File: src/rtl/seq_scan_controller_pkg.sv
// Shared types for the serial scan controller.
// State encoding and the pattern the attached detector looks for.
package seq_scan_controller_pkg;

  typedef enum logic [2:0] {
    ST_IDLE  = 3'd0,
    ST_CLEAR = 3'd1,
    ST_SHIFT = 3'd2,
    ST_DRAIN = 3'd3,
    ST_DONE  = 3'd4
  } state_e;

  localparam logic [4:0] SCAN_PATTERN = 5'b10110;

endpackage

File: src/rtl/seq_scan_controller.sv
// Shifts a parallel word MSB-first into a clock-enabled pattern
// detector and counts the detector's qualified hit pulses.
module seq_scan_controller
  import seq_scan_controller_pkg::*;
#(
  parameter int WIDTH = 16,
  parameter int CNT_W = $clog2(WIDTH) + 1
) (
  input  logic             clock,
  input  logic             reset,
  input  logic             start,
  input  logic             cont,
  input  logic [WIDTH-1:0] data_in,
  output logic             busy,
  output logic             done,
  output logic [CNT_W-1:0] hit_count,
  output logic             det_clear,
  output logic             det_en,
  output logic             det_in,
  input  logic             det_hit
);

  localparam int BIT_W = $clog2(WIDTH);
  localparam logic [BIT_W-1:0] LAST = BIT_W'(WIDTH - 1);

  state_e             state_q, state_d;
  logic [WIDTH-1:0]   shreg_q, shreg_d;
  logic [BIT_W-1:0]   cnt_q, cnt_d;
  logic [CNT_W-1:0]   hit_q, hit_d;
  logic               pend_q, pend_d;

  always_comb begin
    state_d = state_q;
    shreg_d = shreg_q;
    cnt_d   = cnt_q;
    hit_d   = hit_q;
    pend_d  = (state_q == ST_SHIFT);

    // pend marks the cycle right after a consumed bit
    if (pend_q && det_hit) begin
      hit_d = hit_q + CNT_W'(1);
    end

    unique case (state_q)
      ST_IDLE: begin
        if (start) begin
          shreg_d = data_in;
          cnt_d   = '0;
          hit_d   = '0;
          pend_d  = 1'b0;
          state_d = cont ? ST_SHIFT : ST_CLEAR;
        end
      end
      ST_CLEAR: state_d = ST_SHIFT;
      ST_SHIFT: begin
        shreg_d = {shreg_q[WIDTH-2:0], 1'b0};
        cnt_d   = cnt_q + BIT_W'(1);
        if (cnt_q == LAST) begin
          cnt_d   = '0;
          state_d = ST_DRAIN;
        end
      end
      ST_DRAIN: state_d = ST_DONE;
      ST_DONE:  state_d = ST_IDLE;
      default:  state_d = ST_IDLE;
    endcase
  end

  always_ff @(posedge clock) begin
    if (reset) begin
      state_q <= ST_IDLE;
      shreg_q <= '0;
      cnt_q   <= '0;
      hit_q   <= '0;
      pend_q  <= 1'b0;
    end else begin
      state_q <= state_d;
      shreg_q <= shreg_d;
      cnt_q   <= cnt_d;
      hit_q   <= hit_d;
      pend_q  <= pend_d;
    end
  end

  assign busy      = (state_q != ST_IDLE);
  assign done      = (state_q == ST_DONE);
  assign det_clear = (state_q == ST_CLEAR);
  assign det_en    = (state_q == ST_SHIFT);
  assign det_in    = det_en & shreg_q[WIDTH-1];
  assign hit_count = hit_q;

endmodule

File: config.mk
export PLATFORM = sky130hd
export DESIGN_NAME = seq_scan_controller
export DESIGN_NICKNAME = d
export VERILOG_FILES = /design/src/rtl/seq_scan_controller_pkg.sv /design/src/rtl/seq_scan_controller.sv
export SDC_FILE = /design/constraint.sdc
export NUM_CORES = 1
export LEC_CHECK = 0
export BUFFER_PORTS_ARGS = -buffer_cell sky130_fd_sc_hd__buf_2
export CAP_MARGIN = 10
export CORE_UTILIZATION = 45
export CTS_BUF_LIST = sky130_fd_sc_hd__clkbuf_16
export CTS_CLUSTER_SIZE = 10
export DETAILED_ROUTE_END_ITERATION = 12
export PLACE_DENSITY = 0.76
export SYNTH_ARGS = -nofsm -noshare
export SYNTH_HDL_FRONTEND = slang
export SYNTH_SLANG_ARGS = --single-unit
File: constraint.sdc
create_clock -name clock -period 4.42 [get_ports clock]
set_input_delay 0.221 -clock clock [delete_from_list [all_inputs] [get_ports clock]]
set_output_delay 0.221 -clock clock [all_outputs]
set_load 0.01 [all_outputs]
==> Implementation_results.wiki, run 1 <==
{| class="wikitable"
! Metric !! Value
|-
| Total routed wirelength || 3.18 mm
|-
| Initial antenna violation count || 0
|-
| R2R cell count || 4
|-
| Min-Delay Path Depth || 3
|-
| Max H-tree Level || 2
|-
| Number of gates given a new drive strength after cts || 0
|-
| Library cell used as clock root buffer || clkbuf_16
|-
| Worst Clk Skew || 0.00144 ns
|-
| Detailed Place HPWL || 2.17 mm
|-
| Vertical die dimension || 59.2 µm
|-
| Via count of the first global-routing pass || 1221
|-
| Sum of negative setup slack || 0 ns
|-
| Final RePlAce weighted congestion || 0.751
|-
| Fraction of the yosys area taken by sequential cells || roughly two fifths
|-
| Fin crit share || between 50% and 60%
|-
| First DRT Iteration DRCs || 42
|-
| Run status || finished, final reports clean
|-
| Clock transition at the registers of the reported paths || 0.05 ns
|-
| Reported max-cap violation count || 0
|-
| First-pass detailed-route iteration total || 4
|-
| LEAKAGE || 0.689 nW
|-
| Quantity of I/O buffers inserted on ports || 30
|-
| Path class of the lowest-slack min-delay path || in2reg
|-
| Critical-path maximum fanout || 22
|-
| Die X || 59.2 µm
|-
| Worst hold path endpoint || hit_count[1]
|-
| Placed instance area || roughly 0.0016 mm²
|-
| Site row count || 20
|-
| Buffers inserted during post-CTS setup optimization || 0
|-
| Total number of vias || 1283
|-
| Headroom to the max-slew limit || 35.4%
|-
| Maximum number of pins on one net before global-route repair || 26
|-
| Measured slew at the worst slew-check pin || approximately 0.97 ns
|-
| R2r endpoint || shreg_q[12]
|-
| Nets || 209
|-
| Vias per cell || 5.55
|-
| Remaining global-route overflow || 0
|-
| Final hold slack || 0.234 ns
|-
| Worst hold path startpoint || det_hit
|-
| Post-synthesis cell type count || 33
|-
| I/O Pins || 31
|-
| Worst setup path category || reg2out
|-
| Syn nets || 184
|-
| P&R area growth vs syn || 19.2%
|-
| Sink count of the clock tree || 29
|-
| Minimum period implied by the final worst setup slack || between 2 and 2.5 ns
|-
| Starting density of the core || a little under half
|-
| Worst reg2reg path startpoint || state_q[1]
|-
| Flip-flop and latch count after synthesis || 29
|-
| TritonCTS clock tree || done
|-
| Clk buf depth || 2
|-
| Number of buffers created by CTS || 5
|-
| Cell count after synthesis || 161
|-
| Final count of hold timing violations || 0
|-
| Worst path arrival time || 2.06 ns
|-
| Die outline area || 0.00351 mm²
|-
| RSZ-0062 raised after global routing || no
|-
| Antenna diode count || 0
|-
| Power per unit of standard cell area || roughly 460 mW/mm²
|-
| Kind of start point of the critical path || flip-flop
|-
| Avg Synthesized Cell Area || slightly above 9 µm²
|-
| Post-synth design cell area || 0.00147 mm²
|-
| Cts hold-fix bufs || 0
|-
| Final instance area || 0.00176 mm²
|-
| Fraction of final layout cells sized beyond drive strength 1 || about 34%
|-
| Crit. End Element || primary output
|-
| First-pass GRT wire length || 5.24 mm
|-
| Final-report max-slew violation count || 0
|-
| Total track usage || 20.6%
|-
| Data required time of the worst path || 4.20 ns
|-
| Fmax || 0.439 GHz
|-
| Post-route antenna net violation count || 0
|-
| Placeable Area || about 0.0031 mm²
|-
| Clock network latency to the later pin of the worst-skew pair || 0.27 ns
|-
| Slack of the worst reg-to-reg path || 2.43 ns
|-
| Average wire per cell in the routed design || ~14 µm
|-
| Worst vdd ir || 0.272 mV
|-
| DRC violations left || 0
|-
| Yosys synthesis warning count || 0
|-
| Number of setup violations in the final report || 0
|}
==> worst max-delay path by stage <==
stage,start,slack [ns],depth (start not counted),end
after floorplan,state_q[0],2.92,6,det_in
after global placement,state_q[1],2.52,4,det_in
after detailed placement,state_q[1],2.46,4,det_in
after CTS,state_q[1],2.15,4,det_in
after global routing,state_q[1],2.01,4,det_in
final,state_q[1],2.14,4,det_in
==> synthesized netlist by cell type (all sizes together) <==
master / n / area share (%)
and2: 1 / 0.42
nor2: 6 / 2.0
clkbuf: 7 / 1.8
nor2b: 1 / 0.42
or3: 4 / 1.7
nand4: 1 / 0.42
xor2: 2 / 1.2
nand3b: 1 / 0.51
a211oi: 1 / 0.51
a21oi: 23 / 7.8
o21bai: 2 / 1.0
or3b: 1 / 0.59
inv: 3 / 1.1
or2: 2 / 0.85
buf: 5 / 4.0
nand2b: 1 / 0.42
o21ai: 5 / 1.7
a31oi: 1 / 0.42
nor4bb: 2 / 1.4
dfxtp: 29 / 39
nor3b: 2 / 1.0
ha: 2 / 1.7
a311oi: 16 / 16
nand2: 36 / 11
nand3: 5 / 1.7
a2111oi: 2 / 1.2
==> where the power goes <==
| part | switching (W) | leakage [nW] | internal, W | total [W] |
|---|---|---|---|---|
| combinational | 0.0000800 | 0.368 | 0.0000516 | 0.000132 |
| clock | 0.000112 | 0.0826 | 0.000261 | 0.000372 |
| sequential | 0.0000196 | 0.238 | 0.000287 | 0.000306 |
==> through the flow <==
stage	power (W)	worst slack (ns)	std cells	util, %
final	0.000810	2.14	231	57.1
after global routing	0.000842	2.01	231	57.1
after CTS	0.000815	2.15	231	57.1
after detailed placement	0.000442	2.46	223	51.8
after global placement	0.000433	2.52	223	51.8
after floorplan	0.000420	2.92	161	-
==> cell type report <==
cell class	count	area (µm²)
Multi-Input combinational cell	117	792
Inverter	3	16.3
Tap cell	44	55.1
Clock buffer	5	125
Timing Repair Buffer	30	150
Clock inverter	3	37.5
Sequential cell	29	581
Fill cell	272	1320
==> registers in the layout, indices dropped and copies added (netlist names) <==
register,flops
shreg_q,16
hit_count,5
cnt_q,4
state_q,3
pend_q,1
==> critical path, stage by stage (launching register included) <==
cell	delay, ns
dfxtp_1	0.50
or3b_1	0.70
inv_6	0.31
and2_1	0.16
buf_2	0.12
==> layer usage <==
metal	wire length, µm	GRT usage [%]	vias up	share of wire [%]
li1	-	-	634	-
met1	1350	21.9	597	42
met2	1540	34.7	38	48
met3	170	5.68	14	5.3
met4	119	15.3	0	3.7
met5	0	0	-	0
==> cells by family (layout without fill, tap and decap cells) <==
| family | count (synthesis) | count (layout) | share of synthesized area, % |
|---|---|---|---|
| adder cells (fa/ha/maj) | 2 | 2 | 1.70 |
| buffers and inverters | 15 | 41 | 6.88 |
| AND/OR/NAND/NOR | 63 | 63 | 22.3 |
| AO/OA/AOI/OAI | 50 | 50 | 28.5 |
| XOR/XNOR | 2 | 2 | 1.19 |
| flip-flops | 29 | 29 | 39.4 |
==> cells in the final DEF, fill, tap and decap left out, drive strengths merged, types with 2 or more instances in the layout <==
cell     instances
or3              4
or2              2
nand2           36
buf             30
nor4bb           2
a311oi          16
o21ai            5
inv              4
nor2             6
o21bai           2
xor2             2
clkbuf           5
a2111oi          2
ha               2
a21oi           23
nand3            5
nor3b            2
dfxtp           29
(Power assumes the default switching activity.)
==> run 2, diff against run 1 <==
Settings changed: ABC_AREA set to 1, PLACE_DENSITY 0.76 to 0.78.
Clock period 4.42 ns to 2 ns, I/O delays scaled along.
==> run 2 against run 1 <==
Against the previous run:
- sequential share of layout area hardly changed
- combinational power increased to 3.3 times the previous value
- sequential power up 120%
- synthesized cell count increased by 38%
- clock power is 84% higher
- non-clock buffer count up 3
- routed wire length fell by 6.8%
- global-route usage down 1.2 points
- first-iteration DRC count up 24%
- synthesized area fell by 0.93%
- critical path type is now reg2reg
- critical endpoint is now shreg_q[6]
- highest routed layer unchanged
==> Implementation_results.wiki, run 2 <==
{| class="wikitable"
! Metric !! Value
|-
| Run status || finished, final reports clean
|-
| First-pass detailed-route iteration total || 4 (unchanged)
|-
| Cell type contributing the most total cell area after synthesis || dfxtp_1
|-
| P&R area growth vs syn || 20.1%
|-
| Average wire per cell in the routed design || 9.97 µm (-28%)
|-
| Sequential standard cell area || 581 µm² (unchanged)
|-
| Maximum number of pins on one net before global-route repair || 29 (+12%)
|-
| Initial antenna violation count || 0 (unchanged)
|-
| Worst Clk Skew || 0.00363 ns (+0.00219 ns)
|-
| Antenna diode count || 0 (unchanged)
|-
| Final RePlAce weighted congestion || 0.741 (-1.3%)
|-
| Sink count of the clock tree || 29 (unchanged)
|-
| Reported max-cap violation count || 0 (unchanged)
|-
| Part of the power in combinational logic || 24.0% (+7.7 points)
|-
| Total internal power || 0.00126 W (+110%)
|-
| Total track usage || 19.4% (-1.2 points)
|-
| Site row count || 20 (unchanged)
|-
| Minimum period implied by the final worst setup slack || ~1.5 ns
|-
| Fin crit share || 73.3%
|-
| Max H-tree Level || 2 (unchanged)
|-
| Total number of vias || 1407 (+9.7%)
|-
| LEAKAGE || 0.890 nW (+29%)
|-
| Total routed wirelength || 2.96 mm (-6.8%)
|-
| Post-place setup slack || 0.557 ns (-1.90 ns)
|-
| Avg Synthesized Cell Area || 6.58 µm² (-28%)
|-
| Vias per cell || 4.74 (-15%)
|-
| Number of buffers created by CTS || 5 (unchanged)
|-
| Via count of the first global-routing pass || 1181 (-3.3%)
|-
| Leading post-synthesis cells by cell area || dfxtp_1 40%, nand2_1 13%, nor2_1 12%
|-
| Sum of negative setup slack || 0 ns (unchanged)
|-
| First-pass GRT wire length || 4.99 mm (-4.9%)
|-
| Clock network latency to the later pin of the worst-skew pair || 0.27 ns (about the same)
|-
| TritonCTS clock tree || done
|-
| Clock transition at the registers of the reported paths || 0.05 ns (about the same)
|-
| RSZ-0062 raised after global routing || no
|-
| Cts hold-fix bufs || 0 (unchanged)
|-
| Nets || 275 (+32%)
|-
| Most frequent cells in the layout || 50 x nand2_1, 45 x nor2_1, 30 x buf_2, 29 x dfxtp_1, 27 x inv_1
|-
| Buffers inserted during post-CTS setup optimization || 0 (unchanged)
|-
| Number of synthesized flops with an enable pin || 0 (unchanged)
|-
| Setup slack of the critical path after layout || 0.533 ns (-1.61 ns)
|-
| Flip-flop count of the largest register, all copies and words added || 16 (unchanged)
|-
| Die X || 59.0 µm (-0.46%)
|-
| Placeable Area || 0.00308 mm² (unchanged)
|-
| Critical-path maximum fanout || 20 (-9.1%)
|-
| Die outline area || 0.00348 mm² (-0.91%)
|-
| Switch Pwr || 0.000549 W (+160%)
|-
| Worst setup path category || reg2reg
|-
| Crit. End Element || flip-flop
|-
| Share of power burned in registers || 38.1% (+0.3 points)
|-
| Starting density of the core || 47.4% (-0.45 points)
|-
| Power per unit of standard cell area || 1030 mW/mm² (+120%)
|-
| Filler Cells Inserted || 314 (+15%)
|-
| Final-report max-slew violation count || 0 (unchanged)
|-
| Share of synthesized flip-flops with an asynchronous set or reset || 0% (unchanged)
|-
| Quantity of I/O buffers inserted on ports || 30 (unchanged)
|-
| Post-route antenna net violation count || 0 (unchanged)
|-
| Remaining global-route overflow || 0 (unchanged)
|-
| Clk buf depth || 2 (unchanged)
|-
| Data required time of the worst path || 2.16 ns (-2.04 ns)
|-
| Post-synth top flop || dfxtp_1
|-
| Vertical die dimension || 59.0 µm (-0.46%)
|-
| First DRT Iteration DRCs || 52 (+24%)
|-
| Kind of start point of the critical path || flip-flop
|-
| Cell count after synthesis || 222 (+38%)
|-
| Fmax || 0.682 GHz
|-
| Post-synthesis cell type count || 19 (-42%)
|-
| Most repeated cell in the gate-level netlist after synthesis || nand2_1
|-
| Path class of the lowest-slack min-delay path || in2reg
|-
| Number of setup violations in the final report || 0 (unchanged)
|-
| Fraction of the yosys area taken by sequential cells || 39.8% (+0.37 points)
|-
| Headroom to the max-slew limit || 71.9% (+36 points)
|-
| DRC violations left || 0 (unchanged)
|-
| Final hold slack || 0.0693 ns (-0.165 ns)
|-
| Top cells by count, synth || 50 x nand2_1, 45 x nor2_1, 29 x dfxtp_1
|-
| Fraction of final layout cells sized beyond drive strength 1 || 17.8% (-16 points)
|-
| Flip-flop and latch count after synthesis || 29 (unchanged)
|-
| Detailed Place HPWL || 1.95 mm (-10%)
|-
| Switching power as a share of total power || 30.4% (+4.3 points)
|-
| Footprint of the multi-input gates || 708 µm² (-11%)
|-
| Most common cell after layout, fill and taps aside || nand2_1
|-
| Post-synth design cell area || 0.00146 mm² (-0.93%)
|-
| Yosys synthesis warning count || 0 (unchanged)
|-
| Syn nets || 245 (+33%)
|-
| I/O Pins || 31 (unchanged)
|-
| Area share of the largest cell type after synthesis || 39.8% (+0.37 points)
|-
| Worst vdd ir || 0.508 mV (+87%)
|-
| Clock network fraction of design power || 38.0% (-8.0 points)
|-
| Final design utilization || 57.0% (-0.081 points)
|-
| Final count of hold timing violations || 0 (unchanged)
|-
| Largest register by flop count || shreg_q
|-
| Worst path arrival time || 1.63 ns (-0.43 ns)
|-
| Library cell used as clock root buffer || clkbuf_16
|-
| Measured slew at the worst slew-check pin || 0.421 ns (-0.544 ns)
|-
| Number of gates given a new drive strength after cts || 0 (unchanged)
|}
[run 2: changes by cell type in the layout (fill, tap and decap cells not counted), sizes merged, moves of 3 or more]
cell / before / now
nor2: 6 / 47
o21ai: 5 / 18
a21oi: 23 / 6
buf: 30 / 33
inv: 4 / 30
nand3: 5 / 26
nor3: 0 / 4
nand2: 36 / 50
or3: 4 / 0
a311oi: 16 / 0
[run 2: cell type report]
| class | count | share of cell area, % |
|---|---|---|
| multi-input combinational | 156 | 40.4 |
| sequential | 29 | 33.1 |
| timing repair buffer | 33 | 9.84 |
| clock buffer | 5 | 7.13 |
| inverter | 27 | 5.78 |
| tap | 44 | 3.14 |
| clock inverter | 3 | 0.642 |
[run 2: cell families after synthesis]
family,Yosys count,share of synthesized area (%)
AOI/OAI and AO/OA,25,8.74
adders and majority gates,2,1.71
buffers and inverters,37,11.7
DFF,29,39.8
and+or+nand+nor,129,38.0
[run 2: metrics by stage]
stage / area (µm²) / cells / power, W
2_1_floorplan: 1460 / 222 / 0.00105
3_3_place_gp: 1620 / 289 / 0.00112
3_5_place_dp: 1620 / 289 / 0.00113
4_1_cts: 1750 / 297 / 0.00182
5_1_grt: 1750 / 297 / 0.00192
6_report: 1750 / 297 / 0.00181
[run 2: critical path, stage by stage, from the launching register on]
cell and delay [ns]:
dfxtp_1 0.34, nor2_2 0.16, nand3_2 0.35, inv_2 0.24, nor2_8 0.09, nor2_1 0.12, nor2_1 0.05
[run 2: power groups by stage]
stage	logic [W]	registers, W	clock network (W)
floorplan	0.000361	0.000690	0
global placement	0.000426	0.000694	0
detailed placement	0.000430	0.000697	0
CTS	0.000436	0.000687	0.000694
global route	0.000497	0.000694	0.000733
finish	0.000433	0.000688	0.000686
[run 2: final timing paths]
kind         slack [ns]         start           end  cells past startpoint
min reg2reg        0.48  hit_count[3]  hit_count[3]                      2
min                0.07         reset      cnt_q[3]                      2
max reg2reg        0.53    state_q[0]    shreg_q[6]                      6
max                0.53    state_q[0]    shreg_q[6]                      6
[run 2: routing by layer]
metal  global-route usage [%]  share of wire (%)  up-vias
met5                        0                  0        -
met4                     8.50                1.1        0
met3                     8.13                4.0        4
met2                     30.5                 45       27
met1                     23.2                 50      623
li1                         -                  -      753
==> run 3, diff against run 2 <==
Settings changed: ABC_AREA 1 to 0.
Clock period 2 ns to 1.2 ns, I/O delays scaled along.
==> run 3 against run 2 <==
Against the previous run:
- global-route usage grew 2.9 points
- register-to-register slack lost 0.73 ns
- die area grew 0.92%
- setup slack lost 0.76 ns
- total power grew 67%
- critical endpoint is now det_in
- non-clock buffer count grew 12
- the flow now finishes with violations (setup timing)
- critical path depth shrank 2
- final cell count shrank 17%
==> Implementation_results.wiki, run 3 (same netlist as run 1, synthesis figures left out) <==
{| class="wikitable"
! Metric !! Value
|-
| Top routing layer used || met4
|-
| Metal1 wirelength || 1.53 mm (+3.0%)
|-
| Max H-tree Level || 2 (unchanged)
|-
| Clk buf depth || 2 (unchanged)
|-
| Reported max-cap violation count || 0 (unchanged)
|-
| Post-route antenna net violation count || 0 (unchanged)
|-
| Minimum period implied by the final worst setup slack || roughly 1.4 ns
|-
| Antenna diode count || 0 (unchanged)
|-
| Final RePlAce weighted congestion || 0.819 (+10%)
|-
| Violated checks || setup timing
|-
| P&R area growth vs syn || 41.4%
|-
| Largest register by flop count || shreg_q
|-
| Site row count || 20 (unchanged)
|-
| Worst Clk Skew || 0.00694 ns (+0.00331 ns)
|-
| Worst hold path endpoint || hit_count[1]
|-
| TritonCTS clock tree || done
|-
| Die X || 59.2 µm (+0.46%)
|-
| Path class of the lowest-slack min-delay path || in2reg
|-
| Setup slack of the critical path after layout || -0.229 ns (-0.763 ns)
|-
| Part of the power in combinational logic || 25.2% (+1.2 points)
|-
| Worst setup path category || reg2out
|-
| Final cell count without fillers || 247 (-17%)
|-
| Most frequent cells in the layout || 28 x buf_2, 26 x dfxtp_1, 22 x a21oi_1, 16 x nand2_1, 16 x nand2_2
|-
| Share of power burned in registers || 37.2% (-0.9 points)
|-
| Number of setup violations in the final report || 27 (+27)
|-
| Run status || finished, violations left
|-
| Total track usage || 22.3% (+2.9 points)
|-
| Slack of the worst reg-to-reg path || -0.20 ns (-0.73 ns)
|-
| DRC violations left || 0 (unchanged)
|-
| Flip-flop count of the largest register, all copies and words added || 16 (unchanged)
|-
| Fraction of final layout cells sized beyond drive strength 1 || 52.7% (+35 points)
|-
| Clock transition at the registers of the reported paths || 0.05 ns (about the same)
|-
| Inst Count DP || 234 (-19%)
|-
| Power per unit of standard cell area || 1450 mW/mm² (+41%)
|-
| Critical Path Start || state_q[0]
|-
| Detailed-routed wire length on met3 || 210 µm (+76%)
|-
| Final-report max-slew violation count || 0 (unchanged)
|-
| Sink count of the clock tree || 29 (unchanged)
|-
| Vertical die dimension || 59.2 µm (+0.46%)
|-
| Filler Cells Inserted || 241 (-23%)
|-
| Data required time of the worst path || 1.14 ns (-1.02 ns)
|-
| Fin crit share || 119%
|-
| Quantity of I/O buffers inserted on ports || 30 (unchanged)
|-
| Via count of the first global-routing pass || 1302 (+10%)
|-
| Critical-path maximum fanout || 5 (-75%)
|-
| Met2 Wirelength || 2.00 mm (+51%)
|-
| R2r endpoint || shreg_q[9]
|-
| Headroom to the max-slew limit || 76.9% (+5.0 points)
|-
| R2R cell count || 5 (-1)
|-
| Final count of hold timing violations || 0 (unchanged)
|-
| Fmax || between 0.6 and 0.7 GHz
|-
| Number of buffers created by CTS || 5 (unchanged)
|-
| Worst hold path startpoint || det_hit
|-
| Worst reg2reg path startpoint || state_q[0]
|-
| Detailed Place HPWL || 2.28 mm (+17%)
|-
| Switching power as a share of total power || 28.9% (-1.5 points)
|-
| Total routed wirelength || 3.81 mm (+29%)
|-
| Worst path arrival time || 1.37 ns (-0.26 ns)
|-
| Total number of vias || 1397 (-0.71%)
|-
| Switch Pwr || 0.000873 W (+59%)
|-
| Initial antenna violation count || 0 (unchanged)
|-
| LEAKAGE || 0.833 nW (-6.3%)
|-
| First-pass GRT wire length || 5.82 mm (+17%)
|-
| Placeable Area || 0.00308 mm² (unchanged)
|-
| First-pass detailed-route iteration total || 5 (+1)
|-
| Vias per cell || 5.66 (+19%)
|-
| Average wire per cell in the routed design || 15.4 µm (+55%)
|-
| Most common cell after layout, fill and taps aside || buf_2
|-
| Die outline area || 0.00351 mm² (+0.92%)
|-
| Final hold slack || 0.0683 ns (-0.000997 ns)
|-
| Measured slew at the worst slew-check pin || 0.338 ns (-0.0834 ns)
|-
| Crit. End Element || primary output
|-
| Starting density of the core || 47.9% (+0.45 points)
|-
| Kind of start point of the critical path || flip-flop
|-
| RSZ-0062 raised after global routing || yes
|-
| First DRT Iteration DRCs || 39 (-25%)
|-
| Remaining global-route overflow || 0 (unchanged)
|-
| Clock network latency to the later pin of the worst-skew pair || 0.27 ns (about the same)
|-
| Total internal power || 0.00215 W (+71%)
|-
| Sequential standard cell area || 584 µm² (+0.65%)
|-
| Min-Delay Path Depth || 3 (+1)
|-
| Library cell used as clock root buffer || clkbuf_16
|-
| Worst vdd ir || 0.930 mV (+83%)
|-
| Maximum number of pins on one net before global-route repair || 17 (-41%)
|-
| Clock network fraction of design power || 37.6% (-0.4 points)
|-
| I/O Pins || 31 (unchanged)
|-
| Nets || 226 (-18%)
|-
| Footprint of the multi-input gates || 937 µm² (+32%)
|}
run 3: power groups by stage:
stage               sequential (W)  combinational (W)  clock (W)
floorplan                  0.00112           0.000448          0
global placement           0.00113           0.000552          0
detailed placement         0.00113           0.000574          0
CTS                        0.00111           0.000645    0.00113
global route               0.00113           0.000819    0.00119
finish                     0.00112           0.000762    0.00113
run 3: final cells by class:
cell class                 instances  area share (%)
clock inverter                     2           0.360
inverter                           3           0.900
timing repair inverter             2            1.56
clock buffer                       5            6.00
sequential                        29            28.0
multi-input combinational        117            45.0
timing repair buffer              45            15.5
tap                               44            2.64
run 3: worst max-delay path, cell delays in order, from the launching register on:
cell	delay, ns
dfxtp_2	0.32
or3b_4	0.46
inv_8	0.10
and2_4	0.14
buf_6	0.09
run 3: what timing repair did:
item	in CTS	in global routing
resized for setup	15	35
gates cloned	1	1
buffers inserted	3	1
hold buffers	0	0
pin swaps	3	9
hold endpoints to repair	0	0
setup endpoints to repair	28	30
run 3: per-layer routing:
metal,up-vias,GRT usage (%)
met4,0,7.48
met2,59,39.6
li1,664,-
met5,-,0
met1,665,24.8
met3,9,7.42
run 3: metrics by stage:
stage | area, µm² | setup TNS [ns] | setup slack (ns) | util (%) | total power [W]
global route | 2080 | -5.11 | -0.264 | 67.7 | 0.00315
global placement | 1710 | -3.19 | -0.183 | 55.4 | 0.00168
finish | 2080 | -3.65 | -0.229 | 67.7 | 0.00302
CTS | 1920 | -3.78 | -0.216 | 62.4 | 0.00289
floorplan | 1500 | -4.30 | -0.234 | - | 0.00157
detailed placement | 1710 | -4.66 | -0.280 | 55.4 | 0.00170
run 3: how the worst max path moves through the flow:
stage / endpoint / slack, ns
after global routing: det_in / -0.26
after floorplan: shreg_q[11] / -0.23
after global placement: cnt_q[2] / -0.18
final: det_in / -0.23
after CTS: det_in / -0.22
after detailed placement: cnt_q[2] / -0.28
